### src/rtl/addsub_share_ctrl_pkg.sv
// Shared types and constants for the addsub32 sharing controller.
// Holds the controller state encoding, the requester-id width and the
// captured-result record used by the top level.
package addsub_share_ctrl_pkg;

  // Operand and result width of the shared adder.
  localparam int DATA_W = 32;

  // Width of the requester id carried with every response.
  localparam int RSP_ID_W = 1;

  // Number of requesters sharing the datapath.
  localparam int N_REQ = 2;

  // Controller states. The 2'd3 code is unused and recovers to IDLE.
  typedef enum logic [1:0] {
    ST_IDLE   = 2'd0,
    ST_SETTLE = 2'd1,
    ST_RESP   = 2'd2
  } state_t;

  // Result sampled from the adder at the end of the settle window.
  typedef struct packed {
    logic [DATA_W-1:0] ans;
    logic              cout;
    logic              v;
  } result_t;

  // Round-robin helper: the requester that did not win last time.
  function automatic logic [RSP_ID_W-1:0] rr_other(input logic [RSP_ID_W-1:0] id);
    return ~id;
  endfunction

endpackage

### src/rtl/addsub_share_ctrl_addsub32.sv
// addsub32: 32-bit ripple-carry adder/subtractor, two's complement.
// Subtraction is A + ~B + 1: B is inverted bitwise and the subtract flag
// is injected as the carry into bit 0. V compares the carries into and out
// of the sign bit.
module addsub32
  import addsub_share_ctrl_pkg::*;
(
  input  logic [DATA_W-1:0] i_a,
  input  logic [DATA_W-1:0] i_b,
  input  logic              i_sub,
  output logic [DATA_W-1:0] o_ans,
  output logic              o_cout,
  output logic              o_v
);

  logic [DATA_W-1:0] w_b_eff;
  logic [DATA_W:0]   w_c;

  genvar gi;
  generate
    for (gi = 0; gi < DATA_W; gi++) begin : g_bit
      // Conditionally invert B for subtraction.
      assign w_b_eff[gi] = i_b[gi] ^ i_sub;
      // Full-adder sum bit.
      assign o_ans[gi]   = i_a[gi] ^ w_b_eff[gi] ^ w_c[gi];
    end
  endgenerate

  // Carry chain, rippled from bit 0 upward within one process.
  always_comb begin
    w_c    = '0;
    w_c[0] = i_sub;
    for (int i = 0; i < DATA_W; i++) begin
      w_c[i+1] = (i_a[i] & w_b_eff[i]) | (w_c[i] & (i_a[i] ^ w_b_eff[i]));
    end
  end

  assign o_cout = w_c[DATA_W];
  assign o_v    = w_c[DATA_W] ^ w_c[DATA_W-1];

endmodule

### src/rtl/addsub_share_ctrl_arb.sv
// rr_arb2: combinational two-way round-robin arbiter.
// A single valid requester always wins; when both are valid the one that
// did not win the previous grant is chosen, so neither can be starved.
module rr_arb2
  import addsub_share_ctrl_pkg::*;
(
  input  logic [N_REQ-1:0]    i_valid,
  input  logic [RSP_ID_W-1:0] i_last_grant,
  output logic                o_grant_valid,
  output logic [RSP_ID_W-1:0] o_grant_id
);

  // Pick the winner from the request vector and the previous winner.
  always_comb begin
    o_grant_valid = |i_valid;
    o_grant_id    = '0;
    case (i_valid)
      2'b01:   o_grant_id = 1'b0;
      2'b10:   o_grant_id = 1'b1;
      2'b11:   o_grant_id = rr_other(i_last_grant);
      default: o_grant_id = '0;
    endcase
  end

endmodule

### src/rtl/addsub_share_ctrl.sv
// addsub_share_ctrl: shares one addsub32 between two requesters.
// A request is accepted in IDLE, its operands are latched and held on the
// adder for SETTLE_CYCLES clocks, then the result is captured and offered
// on the response port until the consumer takes it. The controller only
// sequences; all arithmetic comes from the addsub32 instance.
module addsub_share_ctrl
  import addsub_share_ctrl_pkg::*;
#(
  parameter int SETTLE_CYCLES = 4,
  parameter int CNT_W         = 3
) (
  input  logic                clk,
  input  logic                rst,
  input  logic                r0_valid,
  output logic                r0_ready,
  input  logic [DATA_W-1:0]   r0_a,
  input  logic [DATA_W-1:0]   r0_b,
  input  logic                r0_sub,
  input  logic                r1_valid,
  output logic                r1_ready,
  input  logic [DATA_W-1:0]   r1_a,
  input  logic [DATA_W-1:0]   r1_b,
  input  logic                r1_sub,
  output logic                rsp_valid,
  input  logic                rsp_ready,
  output logic [RSP_ID_W-1:0] rsp_id,
  output logic [DATA_W-1:0]   rsp_ans,
  output logic                rsp_cout,
  output logic                rsp_v,
  output logic                busy
);

  // Load value for the settle counter: counts SETTLE_CYCLES-1 down to 0.
  localparam logic [CNT_W-1:0] CNT_LOAD = CNT_W'(SETTLE_CYCLES - 1);

  state_t              r_state;
  state_t              w_state_next;

  logic [DATA_W-1:0]   r_a;
  logic [DATA_W-1:0]   r_b;
  logic                r_sub;
  logic [RSP_ID_W-1:0] r_id;
  logic [RSP_ID_W-1:0] r_last_grant;
  logic [CNT_W-1:0]    r_cnt;

  logic                r_rsp_valid;
  logic [RSP_ID_W-1:0] r_rsp_id;
  result_t             r_rsp;

  logic [N_REQ-1:0]    w_req_valid;
  logic [N_REQ-1:0]    w_ready;
  logic                w_grant_valid;
  logic [RSP_ID_W-1:0] w_grant_id;
  logic [DATA_W-1:0]   w_sel_a;
  logic [DATA_W-1:0]   w_sel_b;
  logic                w_sel_sub;

  logic                w_accept;
  logic                w_settle_done;
  logic                w_rsp_take;
  logic                w_busy;

  logic [DATA_W-1:0]   w_sum;
  logic                w_cout;
  logic                w_v;
  result_t             w_res;

  assign w_req_valid = {r1_valid, r0_valid};

  rr_arb2 u_arb (
    .i_valid       (w_req_valid),
    .i_last_grant  (r_last_grant),
    .o_grant_valid (w_grant_valid),
    .o_grant_id    (w_grant_id)
  );

  // Operands of the requester currently being granted.
  assign w_sel_a   = (w_grant_id == 1'b1) ? r1_a   : r0_a;
  assign w_sel_b   = (w_grant_id == 1'b1) ? r1_b   : r0_b;
  assign w_sel_sub = (w_grant_id == 1'b1) ? r1_sub : r0_sub;

  // The adder only ever sees the latched operands, so later changes on the
  // request ports cannot disturb an operation that is settling.
  addsub32 u_addsub (
    .i_a    (r_a),
    .i_b    (r_b),
    .i_sub  (r_sub),
    .o_ans  (w_sum),
    .o_cout (w_cout),
    .o_v    (w_v)
  );

  assign w_res.ans  = w_sum;
  assign w_res.cout = w_cout;
  assign w_res.v    = w_v;

  // State register.
  always_ff @(posedge clk) begin
    if (rst) begin
      r_state <= ST_IDLE;
    end else begin
      r_state <= w_state_next;
    end
  end

  // Next-state logic: IDLE -> SETTLE -> RESP -> IDLE.
  always_comb begin
    w_state_next = r_state;
    case (r_state)
      ST_IDLE:   if (w_grant_valid)  w_state_next = ST_SETTLE;
      ST_SETTLE: if (r_cnt == '0)    w_state_next = ST_RESP;
      ST_RESP:   if (rsp_ready)      w_state_next = ST_IDLE;
      default:                       w_state_next = ST_IDLE;
    endcase
  end

  // State-decoded strobes; ready is only offered while idle.
  always_comb begin
    w_accept      = 1'b0;
    w_settle_done = 1'b0;
    w_rsp_take    = 1'b0;
    w_busy        = 1'b1;
    case (r_state)
      ST_IDLE: begin
        w_busy   = 1'b0;
        w_accept = w_grant_valid;
      end
      ST_SETTLE: w_settle_done = (r_cnt == '0);
      ST_RESP:   w_rsp_take    = rsp_ready;
      default: ;
    endcase
  end

  genvar gi;
  generate
    for (gi = 0; gi < N_REQ; gi++) begin : g_ready
      // Only the granted requester sees ready, and only on an accept cycle.
      assign w_ready[gi] = w_accept && (w_grant_id == RSP_ID_W'(gi));
    end
  endgenerate

  assign r0_ready = w_ready[0];
  assign r1_ready = w_ready[1];
  assign busy     = w_busy;

  // Latch the winning request and remember the winner for the next tie.
  always_ff @(posedge clk) begin
    if (rst) begin
      r_a          <= '0;
      r_b          <= '0;
      r_sub        <= 1'b0;
      r_id         <= '0;
      r_last_grant <= RSP_ID_W'(1);
    end else if (w_accept) begin
      r_a          <= w_sel_a;
      r_b          <= w_sel_b;
      r_sub        <= w_sel_sub;
      r_id         <= w_grant_id;
      r_last_grant <= w_grant_id;
    end
  end

  // Settle counter: loaded on accept, counts down while settling.
  always_ff @(posedge clk) begin
    if (rst) begin
      r_cnt <= '0;
    end else if (w_accept) begin
      r_cnt <= CNT_LOAD;
    end else if ((r_state == ST_SETTLE) && (r_cnt != '0)) begin
      r_cnt <= r_cnt - CNT_W'(1);
    end
  end

  // Capture the settled result and run the response handshake; the data
  // registers keep their last value after the response is taken.
  always_ff @(posedge clk) begin
    if (rst) begin
      r_rsp_valid <= 1'b0;
      r_rsp_id    <= '0;
      r_rsp       <= '0;
    end else if (w_settle_done) begin
      r_rsp_valid <= 1'b1;
      r_rsp_id    <= r_id;
      r_rsp       <= w_res;
    end else if (w_rsp_take) begin
      r_rsp_valid <= 1'b0;
    end
  end

  assign rsp_valid = r_rsp_valid;
  assign rsp_id    = r_rsp_id;
  assign rsp_ans   = r_rsp.ans;
  assign rsp_cout  = r_rsp.cout;
  assign rsp_v     = r_rsp.v;

endmodule

### config.mk
export PLATFORM = sky130hd
export DESIGN_NAME = addsub_share_ctrl
export DESIGN_NICKNAME = d
export VERILOG_FILES = /design/src/rtl/addsub_share_ctrl_pkg.sv /design/src/rtl/addsub_share_ctrl_addsub32.sv /design/src/rtl/addsub_share_ctrl_arb.sv /design/src/rtl/addsub_share_ctrl.sv
export SDC_FILE = /design/constraint.sdc
export NUM_CORES = 1
export LEC_CHECK = 0
export ABC_AREA = 1
export CAP_MARGIN = 20
export CELL_PAD_IN_SITES_DETAIL_PLACEMENT = 1
export CELL_PAD_IN_SITES_GLOBAL_PLACEMENT = 2
export CORE_MARGIN = 5
export CORE_UTILIZATION = 28
export CTS_CLUSTER_DIAMETER = 40
export DETAILED_ROUTE_END_ITERATION = 16
export HOLD_SLACK_MARGIN = 0.06
export PLACE_DENSITY_LB_ADDON = 0.08
export SYNTH_ARGS = -nofsm -noshare
export SYNTH_HDL_FRONTEND = slang
export SYNTH_SLANG_ARGS = --single-unit
### constraint.sdc
create_clock -name clk -period 20.8 [get_ports clk]
set_input_delay 4.16 -clock clk [delete_from_list [all_inputs] [get_ports clk]]
set_output_delay 4.16 -clock clk [all_outputs]
set_load 0.02 [all_outputs]
# Word level (Yosys, flattened, before mapping)
# Cells that the tools add are included.
[word_totals] ff_bits=108 input_bits=135 elab_cells=243
[op_classes] addsub=1 eq_ne=7 muxes=16 bitwise_logic=195 n_reduce_logical=11
[ops] op="XOR 1 bit" n=97
[ops] op="bitwise AND 1 bit" n=64
[ops] op="2-to-1 mux 32 bit" n=2
[ops] op="bitwise OR 1 bit" n=32
[ops] op="2-to-1 mux 2 bit" n=5
[ops] op="2-to-1 mux 1 bit" n=7
[ops] op="== test 2 bit, second input constant" n=3
[ops] op="!= test 2 bit, second input constant" n=3
[ops] op="case mux 2 bit (3 select lines)" n=1
[ops] op="nonzero test 2 bit" n=2
[ops] op="OR reduction 2 bit" n=2
[ops] op="logical AND 1 bit" n=3
[ops] op="zero test 3 bit" n=1
[ops] op="AND reduction 3 bit" n=1
[ops] op="nonzero test 3 bit" n=1
[ops] op="subtractor 3 x 1 -> 3 bit, second input constant" n=1
[ops] op="== test 2 x 1 -> 1 bit, second input constant" n=1
[ops] op="zero test 2 bit" n=1
[ops] op="NOT 1 bit" n=2
[ops] op="case mux 1 bit (2 select lines)" n=1

# Depth between registers and ports, before layout
[logic_depth] word_depth=67 mapped_depth=44

# By module
# From an unflattened synthesis, not the netlist that was laid out.
[hier_totals] cells_unflattened=935 hier_area_um2=6047.0
[modules_own_cells] mod="addsub_share_ctrl" n_inst=1 cells_per_inst=698 area_each_um2=4642.0
[modules_own_cells] mod="addsub32" n_inst=1 cells_per_inst=234 area_each_um2=1390.1
[modules_own_cells] mod="rr_arb2" n_inst=1 cells_per_inst=3 area_each_um2=15.0

# Worst setup path before layout
# OpenSTA, ideal clock, no wires.
[synth_path] path_type="reg-to-reg" from="register r_sub" to="register r_rsp, in the netlist rsp_ans[31]" setup_ns=0.131 t_arrival_ns=12.447 slack_ns=8.222 path_stages_with_launch=44 period_less_slack_ns=12.578 cell_sequence="dfxtp_1 -> clkbuf_1 -> buf_2 -> xnor2_1 -> fa_1 -> inv_1 -> fa_1 -> inv_1 -> fa_1 -> fa_1 -> fa_1 -> inv_1 -> fa_1 -> inv_1 -> fa_1 -> fa_1 -> fa_1 -> fa_1 -> [... 8 more ...] -> fa_1 -> fa_1 -> fa_1 -> fa_1 -> fa_1 -> fa_1 -> fa_1 -> fa_1 -> fa_1 -> fa_1 -> inv_1 -> fa_1 -> inv_1 -> fa_1 -> inv_1 -> fa_1 -> nand3_1 -> a21oi_1"
[synth_via] elab_chain_cells=65 word_cells_on_any_way=158
[synth_rtl] element="from (decl)" line="addsub_share_ctrl.sv:41" source="logic r_sub;"
[synth_rtl] element="from (signal assigned)" line="addsub_share_ctrl.sv:157" source="r_sub <= w_sel_sub;"
[synth_rtl] element="XOR 1 bit" line="addsub_share_ctrl_addsub32.sv:23" source="assign w_b_eff[gi] = i_b[gi] ^ i_sub;"
[synth_rtl] element="XOR 1 bit" line="addsub_share_ctrl_addsub32.sv:34" source="w_c[i+1] = (i_a[i] & w_b_eff[i]) | (w_c[i] & (i_a[i] ^ w_b_eff[i]));"
[synth_rtl] element="bitwise AND 1 bit" line="addsub_share_ctrl_addsub32.sv:34"
[synth_rtl] element="bitwise OR 1 bit" line="addsub_share_ctrl_addsub32.sv:34"
[synth_rtl] element="bitwise AND 1 bit" line="addsub_share_ctrl_addsub32.sv:34"
[synth_rtl] element="bitwise OR 1 bit" line="addsub_share_ctrl_addsub32.sv:34"
[synth_rtl] element="bitwise AND 1 bit" line="addsub_share_ctrl_addsub32.sv:34"
[synth_rtl] element="bitwise OR 1 bit" line="addsub_share_ctrl_addsub32.sv:34"
[synth_rtl] element="[... 50 more ...]"
[synth_rtl] element="bitwise AND 1 bit" line="addsub_share_ctrl_addsub32.sv:34"
[synth_rtl] element="bitwise OR 1 bit" line="addsub_share_ctrl_addsub32.sv:34"
[synth_rtl] element="bitwise AND 1 bit" line="addsub_share_ctrl_addsub32.sv:34"
[synth_rtl] element="bitwise OR 1 bit" line="addsub_share_ctrl_addsub32.sv:34"
[synth_rtl] element="bitwise AND 1 bit" line="addsub_share_ctrl_addsub32.sv:34"
[synth_rtl] element="bitwise OR 1 bit" line="addsub_share_ctrl_addsub32.sv:34"
[synth_rtl] element="XOR 1 bit *" line="addsub_share_ctrl_addsub32.sv:25" source="assign o_ans[gi] = i_a[gi] ^ w_b_eff[gi] ^ w_c[gi];"
[synth_rtl] element="net u_addsub.o_ans[31]" line="addsub_share_ctrl_addsub32.sv:11" source="output logic [DATA_W-1:0] o_ans,"
[synth_rtl] element="to (signal assigned)" line="addsub_share_ctrl.sv:184" source="r_rsp <= w_res;"
[synth_rtl] element="to (decl)" line="addsub_share_ctrl.sv:48" source="result_t r_rsp;"
# The timed path passes the listed nets; every way through them passes the cells marked *.
# A chain may end at the register's enable or synchronous reset.

# Final worst setup path
# Ends and elaborated chain as after synthesis.

==> out/summary.md <==
• **Critical Path Max Stage Delay** 440 ps
• **initial antenna violation count** 0
• **first-pass GRT wire length** 33200 um
• **final worst path period share** 62.8%
• **nets** 1094
• **nature of the critical path endpoint** flip-flop
• **outcome** complete, no violations
• **die area** 23500 um2
• **clock sinks** 108
• **worst endpoint required time** 21000 ps
• **Synth Warn #** 0
• **number of violations of the max-capacitance limit** 0
• **Cell variety after synth** 23
• **setup TNS** 0 ps
• **Final Slew Violations** 0
• **crit path kind** flip-flop to flip-flop
• **filler cell count** 2476
• **main flop type after synthesis** sky130_fd_sc_hd__dfxtp_1
• **initial core utilization** 28.4%
• **unrepaired setup endpoints after global routing** false
• **final antenna-violating net count** 0
• **number of CTS-inserted buffers** 9
• **Worst IR Drop VDD** 29.5 uV
• **maximum clock rate** 76.5 MHz
• **post-route total power** 0.000627 W
• **level count of the clock H-tree** 3
• **Clock Skew** 6.85 ps
• **ratio of total power to cell area** 78.6 nW/um2
• **starting DRC count in detailed routing** 215
• **grt ovf** 0
• **height of the die** 153 um
• **cts repair resizes** 0
• **Static Leak** 3.11 nW
• **final setup slack of the worst path** 7730 ps
• **number of buffers inserted by port buffering** 173
• **Synth Net Count** 956
• **Die Span X** 153 um
• **clock latency at the later pin of the worst-skew pair** 350 ps
• **CTS Hold Bufs** 0
• **maximum number of pins on one net before global-route repair** 71
• **worst min-delay path class** flip-flop to flip-flop
• **total via count after detailed routing** 5562
• **critical path arrival** 13270 ps
• **wire length after detailed routing** 20500 um
• **FFs w/ async S/R, synth** 0%
• **CP max-delay cell** sky130_fd_sc_hd__dfxtp_2
• **instance count after placement with tap cells included** 1183
• **Clock Path Buffers** 2
• **register clock-pin slew on the reported worst setup and hold paths** 70 ps
• **sequential fraction of the synthesis area** 37.6%
• **Syn Area/Cell** 7.30 um2
• **number of antenna diodes** 0
• **worst setup slack after placement** 7790 ps
• **highest net fanout along the worst path** 26
• **post-route minimum period** 13070 ps
• **Setup Fix Bufs, Post-CTS** 0
• **first-pass iteration count of the detailed router** 4
• **vias in the first global route** 6050
• **share of layout cells above drive strength 1** 3.87%
• **most prevalent standard cell on the critical path** sky130_fd_sc_hd__fa_1
• **buffer type at the clock tree root** sky130_fd_sc_hd__clkbuf_16
• **all-layer global routing usage** 17.6%
• **category of the worst setup path launch point** flip-flop
• **I/O pins** 174
• **number of standard-cell rows in the floorplan** 52
• **number of failing setup endpoints in the final timing report** 0
• **cell count after synthesis** 788
• **post-DR wirelength/cell** 17.1 um
• **CTS tree** yes
• **GPL Wtd Cong** 0.791
• **Core Area** 20200 um2
• **number of flops mapped to enable cells by yosys** 0
• **Worst Tran Pin Value** 1020 ps
• **per-cell via count in the routed design** 4.64
• **synthesis-to-layout area growth** 38.6%
• **fin cells** 1200
• **number of synthesized register bits** 108
• **area of the mapped netlist** 5750 um2
• **max_slew headroom** 32.0%
• **detailed placer's ending HPWL** 16000 um
• **final hold vios** 0
• **DRC violations left** 0
==> where the power goes <==
part	internal [W]	switching [W]
combinational	0.0000872	0.000117
sequential	0.000230	0.0000180
clock	0.0000965	0.0000777
total	0.000414	0.000213
==> cell type report <==
class	count	area (um2)	area share (%)
clock inverters	5	60.1	0.753
repair buffers	182	1820	22.8
clock buffers	10	239	3.00
multi-input cells	553	3080	38.7
flip-flops and latches	108	2160	27.1
inverters	72	270	3.39
well taps	270	338	4.24
==> Yosys cell counts (5+ instances only) <==
| library cell | number | area (um2) |
|---|---|---|
| sky130_fd_sc_hd__a21oi_1 | 43 | 215 |
| sky130_fd_sc_hd__buf_1 | 8 | 30.0 |
| sky130_fd_sc_hd__buf_2 | 26 | 130 |
| sky130_fd_sc_hd__clkbuf_1 | 19 | 71.3 |
| sky130_fd_sc_hd__dfxtp_1 | 108 | 2160 |
| sky130_fd_sc_hd__fa_1 | 31 | 621 |
| sky130_fd_sc_hd__inv_1 | 69 | 259 |
| sky130_fd_sc_hd__nand2_1 | 251 | 942 |
| sky130_fd_sc_hd__nand3_1 | 99 | 495 |
| sky130_fd_sc_hd__nand4_1 | 23 | 144 |
| sky130_fd_sc_hd__nor2_1 | 33 | 124 |
| sky130_fd_sc_hd__o21ai_0 | 25 | 125 |
| sky130_fd_sc_hd__o21ai_1 | 5 | 25.0 |
| sky130_fd_sc_hd__xnor2_1 | 28 | 245 |
| sky130_fd_sc_hd__xor2_1 | 5 | 43.8 |
==> cell families (layout without fill, tap and decap cells) <==
kind of cell               count (synthesis)  count (layout)  synth area share, %
DFF                                      108             108                 37.6
AOI/OAI and AO/OA                         73              73                 6.35
xor gates and xnor gates                  33              33                 5.02
adders and majority gates                 33              33                 11.2
buffers and inverters                    127             269                 8.94
and+or+nand+nor                          413             413                 30.7
muxes                                      1               1                0.174
==> state kept, by name, summed over array words and instances (netlist names), 2 cells and up <==
name,cells
r_a,32
r_state,2
rsp_ans,32
r_cnt,3
r_b,32
==> metal layers <==
layer | global-route usage, % | part of all wire [%] | vias up
met1 | 23.9 | 46 | 2674
met2 | 29.0 | 48 | 117
met4 | 4.16 | 1.2 | 0
li1 | - | - | 2756
met5 | 0 | 0 | -
met3 | 3.34 | 4.5 | 15
==> placed cells by master (no fill, tap or decap), drive strengths merged <==
cell           Yosys  layout
buf               35      10
clkbuf            20      10
nand3             99      99
xor2               5       5
nand3b             2       2
dfxtp            108     108
xnor2             28      28
clkdlybuf4s50      0     172
clkinv             0       2
bufinv             0       1
a21oi             43      43
nor2              38      38
inv               72      73
nand2            251     251
fa                31      31
clkinvlp           0       1
o21ai             30      30
mux2i              1       1
nand4             23      23
ha                 2       2
==> final timing paths <==
kind	start	end	slack, ps	cells past startpoint
setup / recovery	r_sub	rsp_ans[31]	7730	40
hold reg to reg	r_a[21]	r_a[21]	460	2
hold / removal	r_a[21]	r_a[21]	460	2
setup reg to reg	r_sub	rsp_ans[31]	7730	40
==> worst max-delay path: cells and delay by family (launching register included) <==
kind / cells / cell delay [ps]
buffers and inverters: 7 / 830
XOR/XNOR: 1 / 250
adder cells (fa/ha/maj): 30 / 11220
AND/OR/NAND/NOR: 1 / 90
AO/OA/AOI/OAI: 1 / 60
flip-flops: 1 / 440
==> per-stage QoR <==
| step | utilization [%] | instance area, um2 | hold WS, ps |
|---|---|---|---|
| 3_3_place_gp | 37.7 | 7630 | 448 |
| 5_1_grt | 39.4 | 7970 | 486 |
| 4_1_cts | 39.2 | 7930 | 460 |
| 3_5_place_dp | 37.7 | 7630 | 448 |
| 6_report | 39.4 | 7970 | 458 |
| 2_1_floorplan | - | 5750 | 426 |
(Power assumes the default switching activity.)
